**src/rtl/mar_fetch.sv**
```systemverilog
// mar_fetch: memory address register and instruction-fetch read engine.
//
// Captures the program counter's address from the shared bus on MAR_load and
// runs a single req/ack read to instruction memory. The returned word is held
// in a data register for the instruction register/decoder.
//
// Optional feature macro: MAR_TIMEOUT_EN. When it is defined, a request that
// sees no ack for TIMEOUT_CYCLES cycles is aborted and MAR_error is set. When
// it is undefined, a request waits for ack indefinitely and MAR_error is 0.
//
// Ports:
//   MAR_clock       in   clock; all state changes on the rising edge
//   MAR_reset_n     in   asynchronous active-low reset
//   MAR_bus_in      in   [ADDR_WIDTH] shared address bus (PC tri-state output)
//   MAR_load        in   capture MAR_bus_in and start a read (accepted in idle only)
//   MAR_busy        out  high while a read is in progress (any non-idle state)
//   MAR_mem_addr    out  [ADDR_WIDTH] registered address to memory
//   MAR_mem_req     out  read request, held until ack
//   MAR_mem_ack     in   memory ack; MAR_mem_rdata is valid in the same cycle
//   MAR_mem_rdata   in   [DATA_WIDTH] memory read data
//   MAR_data_out    out  [DATA_WIDTH] last successfully read word
//   MAR_data_valid  out  one-cycle pulse after MAR_data_out is updated
//   MAR_error       out  sticky timeout flag, cleared by the next accepted load
module mar_fetch #(
  parameter int unsigned ADDR_WIDTH     = 16,
  parameter int unsigned DATA_WIDTH     = 16,
  parameter int unsigned TIMEOUT_CYCLES = 15
) (
  input  logic                  MAR_clock,
  input  logic                  MAR_reset_n,
  input  logic [ADDR_WIDTH-1:0] MAR_bus_in,
  input  logic                  MAR_load,
  output logic                  MAR_busy,
  output logic [ADDR_WIDTH-1:0] MAR_mem_addr,
  output logic                  MAR_mem_req,
  input  logic                  MAR_mem_ack,
  input  logic [DATA_WIDTH-1:0] MAR_mem_rdata,
  output logic [DATA_WIDTH-1:0] MAR_data_out,
  output logic                  MAR_data_valid,
  output logic                  MAR_error
);

  typedef enum logic [1:0] {
    StIdle = 2'd0,
    StReq  = 2'd1,
    StDone = 2'd2,
    StErr  = 2'd3
  } state_e;

  state_e                state_q, state_d;
  logic [ADDR_WIDTH-1:0] addr_q, addr_d;
  logic [DATA_WIDTH-1:0] data_q, data_d;

  logic load_accept;
  logic timeout_hit;

  assign load_accept = (state_q == StIdle) && MAR_load;

`ifdef MAR_TIMEOUT_EN
  localparam int unsigned CntW = $clog2(TIMEOUT_CYCLES + 1);

  logic [CntW-1:0] cnt_q, cnt_d;
  logic            error_q, error_d;

  // Abort on the last allowed request cycle only if ack is absent there too.
  assign timeout_hit = (state_q == StReq) && !MAR_mem_ack &&
                       (cnt_q == CntW'(TIMEOUT_CYCLES - 1));

  always_comb begin
    cnt_d   = cnt_q;
    error_d = error_q;
    if (load_accept) begin
      cnt_d   = '0;
      error_d = 1'b0;
    end else if ((state_q == StReq) && !MAR_mem_ack) begin
      cnt_d = cnt_q + 1'b1;
    end
    if (timeout_hit) begin
      error_d = 1'b1;
    end
  end

  always_ff @(posedge MAR_clock or negedge MAR_reset_n) begin
    if (!MAR_reset_n) begin
      cnt_q   <= '0;
      error_q <= 1'b0;
    end else begin
      cnt_q   <= cnt_d;
      error_q <= error_d;
    end
  end

  assign MAR_error = error_q;
`else
  // Timeout parameter has no effect in this build.
  logic unused_timeout_cfg;
  assign unused_timeout_cfg = (TIMEOUT_CYCLES != 0);
  assign timeout_hit        = 1'b0;
  assign MAR_error          = 1'b0;
`endif

  // State and datapath registers.
  always_ff @(posedge MAR_clock or negedge MAR_reset_n) begin
    if (!MAR_reset_n) begin
      state_q <= StIdle;
      addr_q  <= '0;
      data_q  <= '0;
    end else begin
      state_q <= state_d;
      addr_q  <= addr_d;
      data_q  <= data_d;
    end
  end

  // Next-state logic. Ack is only looked at while requesting.
  always_comb begin
    state_d = state_q;
    addr_d  = addr_q;
    data_d  = data_q;
    unique case (state_q)
      StIdle: begin
        if (MAR_load) begin
          state_d = StReq;
          addr_d  = MAR_bus_in;
        end
      end
      StReq: begin
        if (MAR_mem_ack) begin
          data_d  = MAR_mem_rdata;
          state_d = StDone;
        end else if (timeout_hit) begin
          state_d = StErr;
        end
      end
      StDone:  state_d = StIdle;
      StErr:   state_d = StIdle;
      default: state_d = StIdle;
    endcase
  end

  // Outputs decoded from the state register only, so reset drops them at once.
  always_comb begin
    MAR_busy       = (state_q != StIdle);
    MAR_mem_req    = (state_q == StReq);
    MAR_data_valid = (state_q == StDone);
  end

  assign MAR_mem_addr = addr_q;
  assign MAR_data_out = data_q;

endmodule
```
**config.mk**
```make
export PLATFORM = sky130hd
export DESIGN_NAME = mar_fetch
export DESIGN_NICKNAME = d
export VERILOG_FILES = /design/src/rtl/mar_fetch.sv
export SDC_FILE = /design/constraint.sdc
export NUM_CORES = 1
export LEC_CHECK = 0
export ABC_AREA = 1
export CORE_ASPECT_RATIO = 1.2
export CORE_MARGIN = 3
export CORE_UTILIZATION = 42
export DETAILED_ROUTE_END_ITERATION = 12
export GPL_ROUTABILITY_DRIVEN = 1
export PLACE_DENSITY = 0.83
export SETUP_SLACK_MARGIN = 0.05
export SYNTH_ARGS = -nofsm -noshare
export SYNTH_HDL_FRONTEND = slang
export SYNTH_SLANG_ARGS = --single-unit
```
**constraint.sdc**
```tcl
create_clock -name MAR_clock -period 2.2 [get_ports MAR_clock]
set_input_delay 0.44 -clock MAR_clock [delete_from_list [all_inputs] [get_ports MAR_clock]]
set_output_delay 0.44 -clock MAR_clock [all_outputs]
set_load 0.005 [all_outputs]
```
==> impl_metrics.xml <==
<?xml version="1.0" encoding="UTF-8"?>
<metrics>
  <group name="placement">
    <metric name="placed_area" unit="mm²">0.00212</metric>
    <metric name="dp.final_hpwl" unit="µm">2600</metric>
    <metric name="placed_cells" unit="">251</metric>
    <metric name="gp_congestion" unit="">0.706</metric>
    <metric name="dp_worst_setup_slack" unit="ns">0.435</metric>
    <metric name="buffer_ports.inserted" unit="">70</metric>
  </group>
  <group name="final_layout">
    <metric name="antenna_cells_inserted" unit="">0</metric>
    <metric name="layout.cells.non_filler" unit="">259</metric>
    <metric name="syn_to_final_growth" unit="%">53.0</metric>
    <metric name="finish.net_count" unit="">258</metric>
    <metric name="stdcell_area" unit="mm²">0.00218</metric>
    <metric name="post_route_cells_drive_above_1_share" unit="">0.0807</metric>
    <metric name="core_occupancy_in_the_finished_layout" unit="">0.689</metric>
  </group>
  <group name="logic_synthesis">
    <metric name="synth-seq-cells" unit="">34</metric>
    <metric name="synth-edff-count" unit="">0</metric>
    <metric name="proportion_of_synthesized_flip_flops_having_asynchronous_set_or_reset" unit="">1.00</metric>
    <metric name="post_synth_main_area_contributors" unit="">sky130_fd_sc_hd__dfrtp_1, sky130_fd_sc_hd__nand2_1, sky130_fd_sc_hd__nand4_1, sky130_fd_sc_hd__nand3_1, sky130_fd_sc_hd__buf_6</metric>
    <metric name="post_synth_instance_area" unit="mm²">0.00143</metric>
    <metric name="postSynthCellCount" unit="">152</metric>
    <metric name="synthMostInstantiatedCell" unit="">sky130_fd_sc_hd__nand2_1</metric>
    <metric name="synth_commonest_cells" unit="">sky130_fd_sc_hd__nand2_1, sky130_fd_sc_hd__dfrtp_1, sky130_fd_sc_hd__nand3_1, sky130_fd_sc_hd__nand4_1, sky130_fd_sc_hd__buf_2</metric>
    <metric name="largest_area_contributor_in_the_netlist" unit="">sky130_fd_sc_hd__dfrtp_1</metric>
    <metric name="synth_flop_cell" unit="">sky130_fd_sc_hd__dfrtp_1</metric>
    <metric name="synth_cell_types" unit="">16</metric>
    <metric name="synth_area_per_cell" unit="µm²">9.38</metric>
    <metric name="yosys.area.top_type_share" unit="">0.596</metric>
    <metric name="syn-num-nets" unit="">188</metric>
    <metric name="yosys_synthesis_warning_count" unit="">0</metric>
    <metric name="ys_seq_area_frac" unit="">0.596</metric>
  </group>
  <group name="clock_network">
    <metric name="tritoncts" unit="">done</metric>
    <metric name="cts_inserted_buffers" unit="">5</metric>
    <metric name="cts.repair.resized" unit="">0</metric>
    <metric name="postCtsHoldBufs" unit="">0</metric>
    <metric name="postCtsSetupRepairBufs" unit="">0</metric>
    <metric name="worstSkewPairLatency" unit="ns">0.33</metric>
    <metric name="clk_path_buf_depth" unit="">2</metric>
    <metric name="clock_tree_root_driver_cell" unit="">sky130_fd_sc_hd__clkbuf_4</metric>
    <metric name="clkSinkCount" unit="">34</metric>
    <metric name="worst_setup_hold_path_clk_slew" unit="ns">0.11</metric>
    <metric name="cts_max_level" unit="">2</metric>
  </group>
  <group name="critical_path">
    <metric name="worst_setup_sp" unit="">state_q[1]</metric>
    <metric name="crit_path_start_kind" unit="">flop</metric>
    <metric name="critPathRequiredTime" unit="ns">1.76</metric>
    <metric name="rr_startpoint" unit="">state_q[0]</metric>
    <metric name="critical_path_endpoint_category" unit="">output port</metric>
    <metric name="crit_type" unit="">flop to output port</metric>
    <metric name="arrival" unit="ns">1.59</metric>
    <metric name="crit_path_max_fanout" unit="">19</metric>
    <metric name="ff2ff_path_depth" unit="">5</metric>
    <metric name="worst-r2r-setup-slack" unit="ns">0.89</metric>
  </group>
  <group name="timing">
    <metric name="hold_viol" unit="">0</metric>
    <metric name="timing.fmax" unit="MHz">491</metric>
    <metric name="final_critical_path_setup_slack" unit="ns">0.165</metric>
    <metric name="setup_tns" unit="ns">0</metric>
    <metric name="unrepaired_setup_endpoints_after_global_routing" unit="">false</metric>
    <metric name="fin_worst_skew" unit="ns">0.00720</metric>
    <metric name="finalMaxSlewViolations" unit="">0</metric>
    <metric name="final-setup-viol-count" unit="">0</metric>
    <metric name="tightestPinTransition" unit="ns">0.735</metric>
    <metric name="hold_ws" unit="ns">0.156</metric>
    <metric name="slew_headroom" unit="">0.510</metric>
    <metric name="period_share" unit="">0.925</metric>
    <metric name="fin_crit" unit="ns">2.03</metric>
  </group>
  <group name="power">
    <metric name="vdd_ir_max" unit="V">0.000772</metric>
    <metric name="post_layout_power" unit="mW">2.53</metric>
    <metric name="sw_frac_of_total" unit="">0.316</metric>
    <metric name="pwr-share-seq" unit="">0.426</metric>
    <metric name="static-leakage-power" unit="nW">1.06</metric>
    <metric name="power.net_switching" unit="µW">800</metric>
    <metric name="power.share.clock" unit="">0.141</metric>
    <metric name="pwr-share-comb" unit="">0.433</metric>
    <metric name="power_per_cell_area" unit="mW/mm²">1160</metric>
    <metric name="cellInternalPower" unit="mW">1.73</metric>
  </group>
  <group name="routing">
    <metric name="met2RoutedLength" unit="µm">1900</metric>
    <metric name="ant_nets" unit="">0</metric>
    <metric name="met3_length" unit="µm">204</metric>
    <metric name="dr_vias" unit="">1300</metric>
    <metric name="total_iterations_of_the_first_detailed_routing_run" unit="">4</metric>
    <metric name="drc" unit="">0</metric>
    <metric name="detail_route.iter0.violations" unit="">56</metric>
    <metric name="post_drt_wl_per_cell" unit="µm">13.5</metric>
    <metric name="drt_wl_total" unit="µm">3490</metric>
    <metric name="post_drt_via_cell_ratio" unit="">5.02</metric>
    <metric name="top_layer" unit="">met4</metric>
    <metric name="detail_route.wirelength.met1" unit="µm">1350</metric>
  </group>
  <group name="floorplanning">
    <metric name="coreArea" unit="mm²">0.00317</metric>
    <metric name="die_span_x" unit="µm">59.2</metric>
    <metric name="floorplan.rows" unit="">22</metric>
    <metric name="initial_utilization" unit="">0.451</metric>
    <metric name="dieHeight" unit="µm">69.8</metric>
    <metric name="num_io_pins" unit="">72</metric>
    <metric name="die-area" unit="mm²">0.00413</metric>
  </group>
  <group name="global_routing">
    <metric name="first_global_vias" unit="">1281</metric>
    <metric name="grt_start_max_net_pins" unit="">35</metric>
    <metric name="antenna_found_initial" unit="">0</metric>
    <metric name="track_usage" unit="">0.189</metric>
    <metric name="grt_remaining_overflow" unit="">0</metric>
    <metric name="wire_length_of_the_first_global_routing_pass" unit="µm">5940</metric>
  </group>
  <group name="run">
    <metric name="maxCapViolations" unit="">0</metric>
  </group>
  <group name="outcome">
    <metric name="outcome" unit="">finished, final reports clean</metric>
  </group>
  <group name="worst_hold_path">
    <metric name="hp-class" unit="">input pin to asynchronous set/reset pin</metric>
  </group>
</metrics>
-- sequential cells by signal (all words and copies together) (netlist names) --
| signal | flops |
|---|---|
| MAR_data_out | 16 |
| MAR_mem_addr | 16 |
| state_q | 2 |
-- per-layer routing --
metal | track usage | vias up
met5 | 0 | -
met4 | 0.0605 | 0
met3 | 0.0596 | 4
met2 | 0.327 | 47
met1 | 0.215 | 616
li1 | - | 633
-- power by group through the flow --
stage	logic, mW	clock network, mW	registers [mW]
4_1_cts	1.12	0.365	1.08
5_1_grt	1.23	0.395	1.12
2_1_floorplan	0.393	0	1.09
6_report	1.10	0.358	1.08
3_3_place_gp	1.09	0	1.07
3_5_place_dp	1.12	0	1.09
-- worst max-delay path, cell delays in order, from the launching register on --
cell and delay (ns):
sky130_fd_sc_hd__dfrtp_1 0.46, sky130_fd_sc_hd__clkinv_4 0.18, sky130_fd_sc_hd__nor2_1 0.12, sky130_fd_sc_hd__clkdlybuf4s50_1 0.51
-- kinds of logic after synthesis --
logic type,after synthesis,synth area share
AND/OR/NAND/NOR,101,0.330
flip-flops,34,0.596
other,1,0.00263
buffers and inverters,15,0.0675
AO/OA/AOI/OAI,1,0.00351
-- layout make-up --
cell class	instances	area [µm²]
clock buffer	7	55.1
timing repair buffer	74	726
sequential	34	852
inverter	4	20.0
tap	36	45.0
fill	279	983
clock inverter	1	5.00
multi-input combinational	103	479
-- cell usage in the layout (no fill, tap or decap) --
cell type and instances:
sky130_fd_sc_hd__buf_2 1, sky130_fd_sc_hd__buf_4 4, sky130_fd_sc_hd__clkbuf_1 1, sky130_fd_sc_hd__clkbuf_4 5, sky130_fd_sc_hd__clkbuf_8 1, sky130_fd_sc_hd__clkdlybuf4s50_1 69
sky130_fd_sc_hd__clkinv_2 1, sky130_fd_sc_hd__clkinv_4 1, sky130_fd_sc_hd__conb_1 1, sky130_fd_sc_hd__dfrtp_1 33, sky130_fd_sc_hd__dfrtp_2 1, sky130_fd_sc_hd__inv_1 3
sky130_fd_sc_hd__nand2_1 64, sky130_fd_sc_hd__nand2_2 1, sky130_fd_sc_hd__nand2_4 1, sky130_fd_sc_hd__nand3_1 16, sky130_fd_sc_hd__nand3_4 1, sky130_fd_sc_hd__nand4_1 16
sky130_fd_sc_hd__nor2_1 1, sky130_fd_sc_hd__nor2_4 1, sky130_fd_sc_hd__o21ai_0 1
-- final timing paths --
path | end
worst min register to register | MAR_data_out[15]
max in group asynchronous | state_q[0]
worst max register to register | MAR_mem_addr[12]
worst min-delay path | MAR_mem_addr[10]
worst max-delay path | MAR_data_valid
min in group MAR_clock | MAR_data_out[15]
No activity file was read; power rests on OpenSTA's default activity.
==> RTL change 1: new RTL, config.mk and constraints unchanged <==
Encoding of `state_e`: now one-hot (4 bits for 4 states).
--- a/src/rtl/mar_fetch.sv
+++ b/src/rtl/mar_fetch.sv
@@ -40,11 +40,11 @@
   output logic                  MAR_error
 );
 
-  typedef enum logic [1:0] {
-    StIdle = 2'd0,
-    StReq  = 2'd1,
-    StDone = 2'd2,
-    StErr  = 2'd3
+  typedef enum logic [3:0] {
+    StIdle = 4'b0001,
+    StReq  = 4'b0010,
+    StDone = 4'b0100,
+    StErr  = 4'b1000
   } state_e;
 
   state_e                state_q, state_d;
Behaviour: no difference found for any inputs over 10 cycles, from zero or initial values and one cycle with MAR_reset_n low; not proved beyond that.
==> RTL change 1 against the original RTL <==
Highest routed layer unchanged; routed wire length down 1.8%; largest cell class unchanged; register-to-register slack got worse by 0.06 ns; cell area up 5.0%; sequential cell count up 1; first-iteration DRC count decreased by 61%; worst hold slack gained 0.061 ns; die area increased by 4.1%; largest power group unchanged; total power rose by 11%; synthesized area grew 4.6%; setup slack got worse by 0.014 ns; clock power is 33% higher.
==> RTL change 1: results (changes against the original RTL) <==
Status
The flow ran to the end, and the final reports show no timing, DRC or antenna violations.

Final layout
The final layout net count came to 265 (+2.7%). The share of cells above drive strength 1 is 0.1000 (+0.01928). The count of inserted antenna diode cells is 0 (unchanged).

STA
The setup clock skew after layout is 0.007510 ns (+0.0003121 ns). The normalized max-slew margin is 0.4964 (-0.01362). The aggregate negative setup slack was 0 ns (unchanged).

Logic synthesis
Ranked by instance count, the synthesized netlist is headed by nand2_1, dfrtp_1, nand4_1. The post-synthesis share of cell area spent on xor and xnor gates is 0 (unchanged). The total of warnings raised by yosys is 0 (unchanged). The post-synthesis area per instance is 9.439 sq um (+0.59%).

The mux contribution to synthesized area came to 0 (unchanged). In the post-synthesis netlist, the biggest area contributors are dfrtp_1, nand2_1, nand4_1. The primary flip-flop cell chosen by synthesis mapping is dfrtp_1.

The total nets after synthesis was 194 (+3.2%). The fraction of the yosys area taken by sequential cells was 0.5881 (-0.008404). The fraction of the mapped netlist area in compound gates was 0.003356 (-0.0001531).

The number of unique standard cell types used by synthesis was 15 (-1). The share of synthesized cell area in full adder, half adder and majority cells is 0 (unchanged). The proportion of register bits with asynchronous set or reset after synthesis is 1.000 (unchanged).

Power and ir drop
The maximum vdd ir drop was 854.5 uV (+11%). The leakage dissipation is 1.098 nW (+3.5%).

Clocking
The register clock-pin slew on the reported worst setup and hold paths is 0.08 ns (-0.03 ns). The number of buffers between clock root and the deepest sink was 2 (unchanged). The clock insertion delay at the later pin of the skew report is 0.29 ns (-0.04 ns). The number of buffers added for setup after CTS is 0 (unchanged).

The number of buffers created by CTS is 5 (unchanged). The library cell used as clock root buffer is clkbuf_8. The post-cts gate resize count came to 0 (unchanged). The H-tree depth reported by CTS is 2 (unchanged).

Route
The first-pass detailed-route iteration total is 4 (unchanged). The wire length after detailed routing came to 3.429 mm (-1.8%). The via density per instance is 4.903 (-2.3%). The DRC marker count from the first detailed-route iteration is 22 (-61%). The average wire length per cell after detail routing is 12.84 um (-4.8%).

Placement
The count of input and output buffers was 70 (unchanged). The post-detailed-placement half-perimeter wirelength is 2.502 mm (-3.6%). The pre-CTS setup slack is 0.4748 ns (+0.04012 ns). The count of placed standard cells including taps is 259 (+3.2%).

The weighted congestion at the end of routability-driven global placement came to 0.6993 (-0.89%).

Critical path
The worst-path maximum fanout is 14 (-5). The signal arrival time at the worst endpoint is 1.61 ns (+0.02 ns).

Global route
The maximum number of pins on one net before global-route repair was 36 (+2.9%). The global-route wire length before repair is 5.492 mm (-7.5%). The number of global-route vias before repair was 1269 (-0.94%).

The total routing usage reported by global routing is 0.1678 (-0.02165). The number of antenna violations at the first check in global routing came to 0 (unchanged).

Flow run
The number of max-capacitance violations reported is 0 (unchanged).

Hold path
The class of the worst hold path is in2async.
[RTL change 1: cell count changes in the layout (fill, tap and decap cells not counted), sizes merged]
cell / before / now
and2: 0 / 1
buf: 5 / 7
clkbuf: 7 / 5
clkinv: 2 / 0
clkinvlp: 0 / 2
dfstp: 0 / 1
inv: 3 / 6
nand3: 17 / 0
nand4: 16 / 34
nor3: 0 / 1
[RTL change 1: path summary, 6_finish.rpt]
path,cells after the start,start,slack (ns),to
setup reg to reg,4,state_q[2],0.83,MAR_mem_addr[0]
min in group MAR_clock,2,MAR_mem_addr[9],0.47,MAR_mem_addr[9]
hold / removal,1,MAR_reset_n,0.22,MAR_data_out[10]
setup / recovery,4,state_q[2],0.15,MAR_busy
max in group asynchronous,1,MAR_reset_n,1.50,MAR_data_out[0]
hold reg to reg,2,MAR_mem_addr[9],0.47,MAR_mem_addr[9]
[RTL change 1: cells by family after synthesis]
group,after synthesis
buf+inv,17
compound gates,1
other cells,1
flops,35
simple gates,104
[RTL change 1: worst max-delay path, stage by stage, from the launching register on]
cell and delay (ns):
dfrtp_1 0.38, inv_2 0.20, buf_4 0.23, nand2_1 0.07, clkdlybuf4s50_1 0.44
[RTL change 1: through the flow]
stage	cell area (sq um)	util	hold WS [ns]	total power, mW
3_3_place_gp	2198	0.6529	0.4534	2.346
6_report	2291	0.6804	0.2172	2.819
5_1_grt	2291	0.6804	0.2865	3.012
3_5_place_dp	2198	0.6529	0.4582	2.371
4_1_cts	2291	0.6804	0.2406	2.854
2_1_floorplan	1491	-	0.1444	1.627
[RTL change 1: layout make-up]
cell class | count | area, sq um
multi-input cells | 106 | 515.5
inverters | 5 | 18.77
well taps | 37 | 46.29
flip-flops and latches | 35 | 877.1
repair buffers | 76 | 740.7
fillers | 268 | 1076
clock buffers | 5 | 68.82
clock inverters | 3 | 23.77
[RTL change 1: per-layer routing]
layer  track usage  wire length (um)  vias up
met5             0                 0        -
met3       0.05766               202        4
met2        0.2776              1768       40
li1              -                 -      674
met4       0.05172                22        0
met1        0.2028              1435      591
[RTL change 1: report_power, final]
group / switching, mW / internal (mW)
combinational: 0.498 / 0.721
sequential: 0.180 / 0.945
clock: 0.250 / 0.226
total: 0.927 / 1.89
==> RTL change 2: new RTL, same flow settings <==
Without the edit above. The parameter `ADDR_WIDTH` goes from 16 to 15.
--- a/src/rtl/mar_fetch.sv
+++ b/src/rtl/mar_fetch.sv
@@ -22,7 +22,7 @@
 //   MAR_data_valid  out  one-cycle pulse after MAR_data_out is updated
 //   MAR_error       out  sticky timeout flag, cleared by the next accepted load
 module mar_fetch #(
-  parameter int unsigned ADDR_WIDTH     = 16,
+  parameter int unsigned ADDR_WIDTH     = 15,
   parameter int unsigned DATA_WIDTH     = 16,
   parameter int unsigned TIMEOUT_CYCLES = 15
 ) (
Ports: changed (resized MAR_bus_in and MAR_mem_addr); port bits go from 72 to 70. The function was not compared with the original's and may differ.
==> RTL change 2 against the original RTL <==
Total power is 2.7% lower; synthesized area decreased by 3.0%; setup slack better by 0.014 ns; routed wire length rose by 0.40%; cell area down 2.5%; via count down 3.4%; sequential cell count is 1 lower; clock skew barely moved; critical path type unchanged; critical endpoint is now MAR_mem_req.
==> RTL change 2: results (changes against the original RTL) <==
Clocking
The register clock-pin slew on the reported worst setup and hold paths came to 0.09 ns (-0.02 ns). The H-tree depth reported by CTS is 2 (unchanged). The post-cts gate resize count came to 0 (unchanged). The number of buffers added for setup after CTS is 0 (unchanged). The number of buffers created by CTS came to 5 (unchanged).

The clock insertion delay at the later pin of the skew report is 0.32 ns. The number of buffers between clock root and the deepest sink is 2 (unchanged). The library cell used as clock root buffer is clkbuf_4.

Logic synthesis
The fraction of the yosys area taken by sequential cells is 0.5967 (about the same). The proportion of register bits with asynchronous set or reset after synthesis came to 1.000 (unchanged). By area the synthesized netlist is led by dfrtp_1, nand2_1, nand4_1. The number of unique standard cell types used by synthesis is 16 (unchanged). Counting instances in the post-synthesis netlist gives the leading cell types as nand2_1, dfrtp_1, nand4_1. The post-synthesis area per instance is 9.350 sq um (-0.36%). The total nets after synthesis is 183 (-2.7%). Among all flip-flop cells after synthesis, the most frequent one is dfrtp_1.

The total of warnings raised by yosys came to 0 (unchanged).

Critical path
The length in cells of the worst reg-to-reg path is 5 (unchanged). Data on the critical path arrives at its endpoint at 1.58 ns. The worst-path maximum fanout is 11 (-8).

Route
The DRC violation count after routing is 0 (unchanged). The via density per instance was 4.945 (-1.5%). The wire length after detailed routing is 3.507 mm (+0.40%). The average wire length per cell after detail routing is 13.81 um (+2.4%). The first-pass detailed-route iteration total was 5 (+1). The DRC marker count from the first detailed-route iteration came to 37 (-34%).

Global route
The number of antenna violations at the first check in global routing is 0 (unchanged). The global-route wire length before repair is 5.520 mm (-7.1%). The routing usage on met2 is 0.3408 (+0.01393).

The number of global-route vias before repair came to 1229 (-4.1%). The maximum number of pins on one net before global-route repair came to 34 (-2.9%). The met3 track demand over resource in global routing is 0.06518 (+0.005587). The met1 routing resource usage after global routing was 0.1967 (-0.01788).

The total routing usage reported by global routing is 0.1903 (+0.0008449).

Floorplan
The area of the core region is 3110 sq um (-1.7%).

Final layout
The share of cells above drive strength 1 is 0.07798 (-0.002736). The register with the most flip-flops in the layout has 16 of them. The final layout net count came to 253 (-1.9%).

The count of inserted antenna diode cells is 0 (unchanged).

Placement
The count of input and output buffers came to 68 (-2.9%). The post-detailed-placement half-perimeter wirelength is 2.650 mm (+2.1%). The weighted congestion at the end of routability-driven global placement is 0.7358 (+4.3%).

The count of placed standard cells including taps is 247 (-1.6%).

Power and ir drop
The leakage dissipation was 1.034 nW (-2.6%). The maximum vdd ir drop is 781.9 uV (+1.2%).

Hold path
The path class of the tightest hold or removal check is reg2reg. The hold-critical path depth is 2.

STA
The count of final hold-check violations is 0 (unchanged). The setup clock skew after layout was 0.007626 ns (+0.0004281 ns).

Status
The flow ran to the end, and the final reports show no timing, DRC or antenna violations.
RTL change 2: report_power, final:
part | total, mW | leakage, nW | internal [mW] | switching (mW)
Combinational | 1.09 | 0.593 | 0.663 | 0.426
Clock | 0.336 | 0.0314 | 0.151 | 0.185
Sequential | 1.04 | 0.409 | 0.877 | 0.163
RTL change 2: final cells by class:
cell class | instances | area, sq um
Inverter | 4 | 15.01
Sequential cell | 33 | 825.8
Tap cell | 36 | 45.04
Clock buffer | 7 | 55.05
Timing Repair Buffer | 74 | 725.7
Fill cell | 262 | 982.2
Multi-Input combinational cell | 100 | 461.7
RTL change 2: logic make-up after synthesis:
group / Yosys count / synth area share
flip-flops: 33 / 0.5967
other: 1 / 0.002710
AO/OA/AOI/OAI: 1 / 0.003613
buffers and inverters: 15 / 0.06961
AND/OR/NAND/NOR: 98 / 0.3273
RTL change 2: final timing paths:
path,from,endpoint,slack (ns)
hold / removal,MAR_mem_addr[3],MAR_mem_addr[3],0.48
min in group asynchronous,MAR_reset_n,MAR_mem_addr[13],0.51
max in group asynchronous,MAR_reset_n,MAR_mem_addr[5],1.38
hold reg to reg,MAR_mem_addr[3],MAR_mem_addr[3],0.48
setup / recovery,state_q[0],MAR_mem_req,0.18
setup reg to reg,state_q[0],MAR_mem_addr[12],0.78
RTL change 2: worst max-delay path, stage by stage, from the launching register on:
cell	delay, ns
dfrtp_1	0.58
nand2_1	0.12
inv_1	0.07
clkdlybuf4s50_1	0.49
RTL change 2: stage by stage:
stage | cell area [sq um] | worst slack, ns
3_3_place_gp | 2073 | 0.5562
5_1_grt | 2128 | 0.06114
4_1_cts | 2128 | 0.1583
3_5_place_dp | 2073 | 0.5503
6_report | 2128 | 0.1796
2_1_floorplan | 1384 | 0.9449
RTL change 2: layer usage:
metal | vias to the layer above | wire, um
li1 | 617 | -
met1 | 595 | 1246
met2 | 40 | 1956
met3 | 4 | 256
met4 | 0 | 48
met5 | - | 0
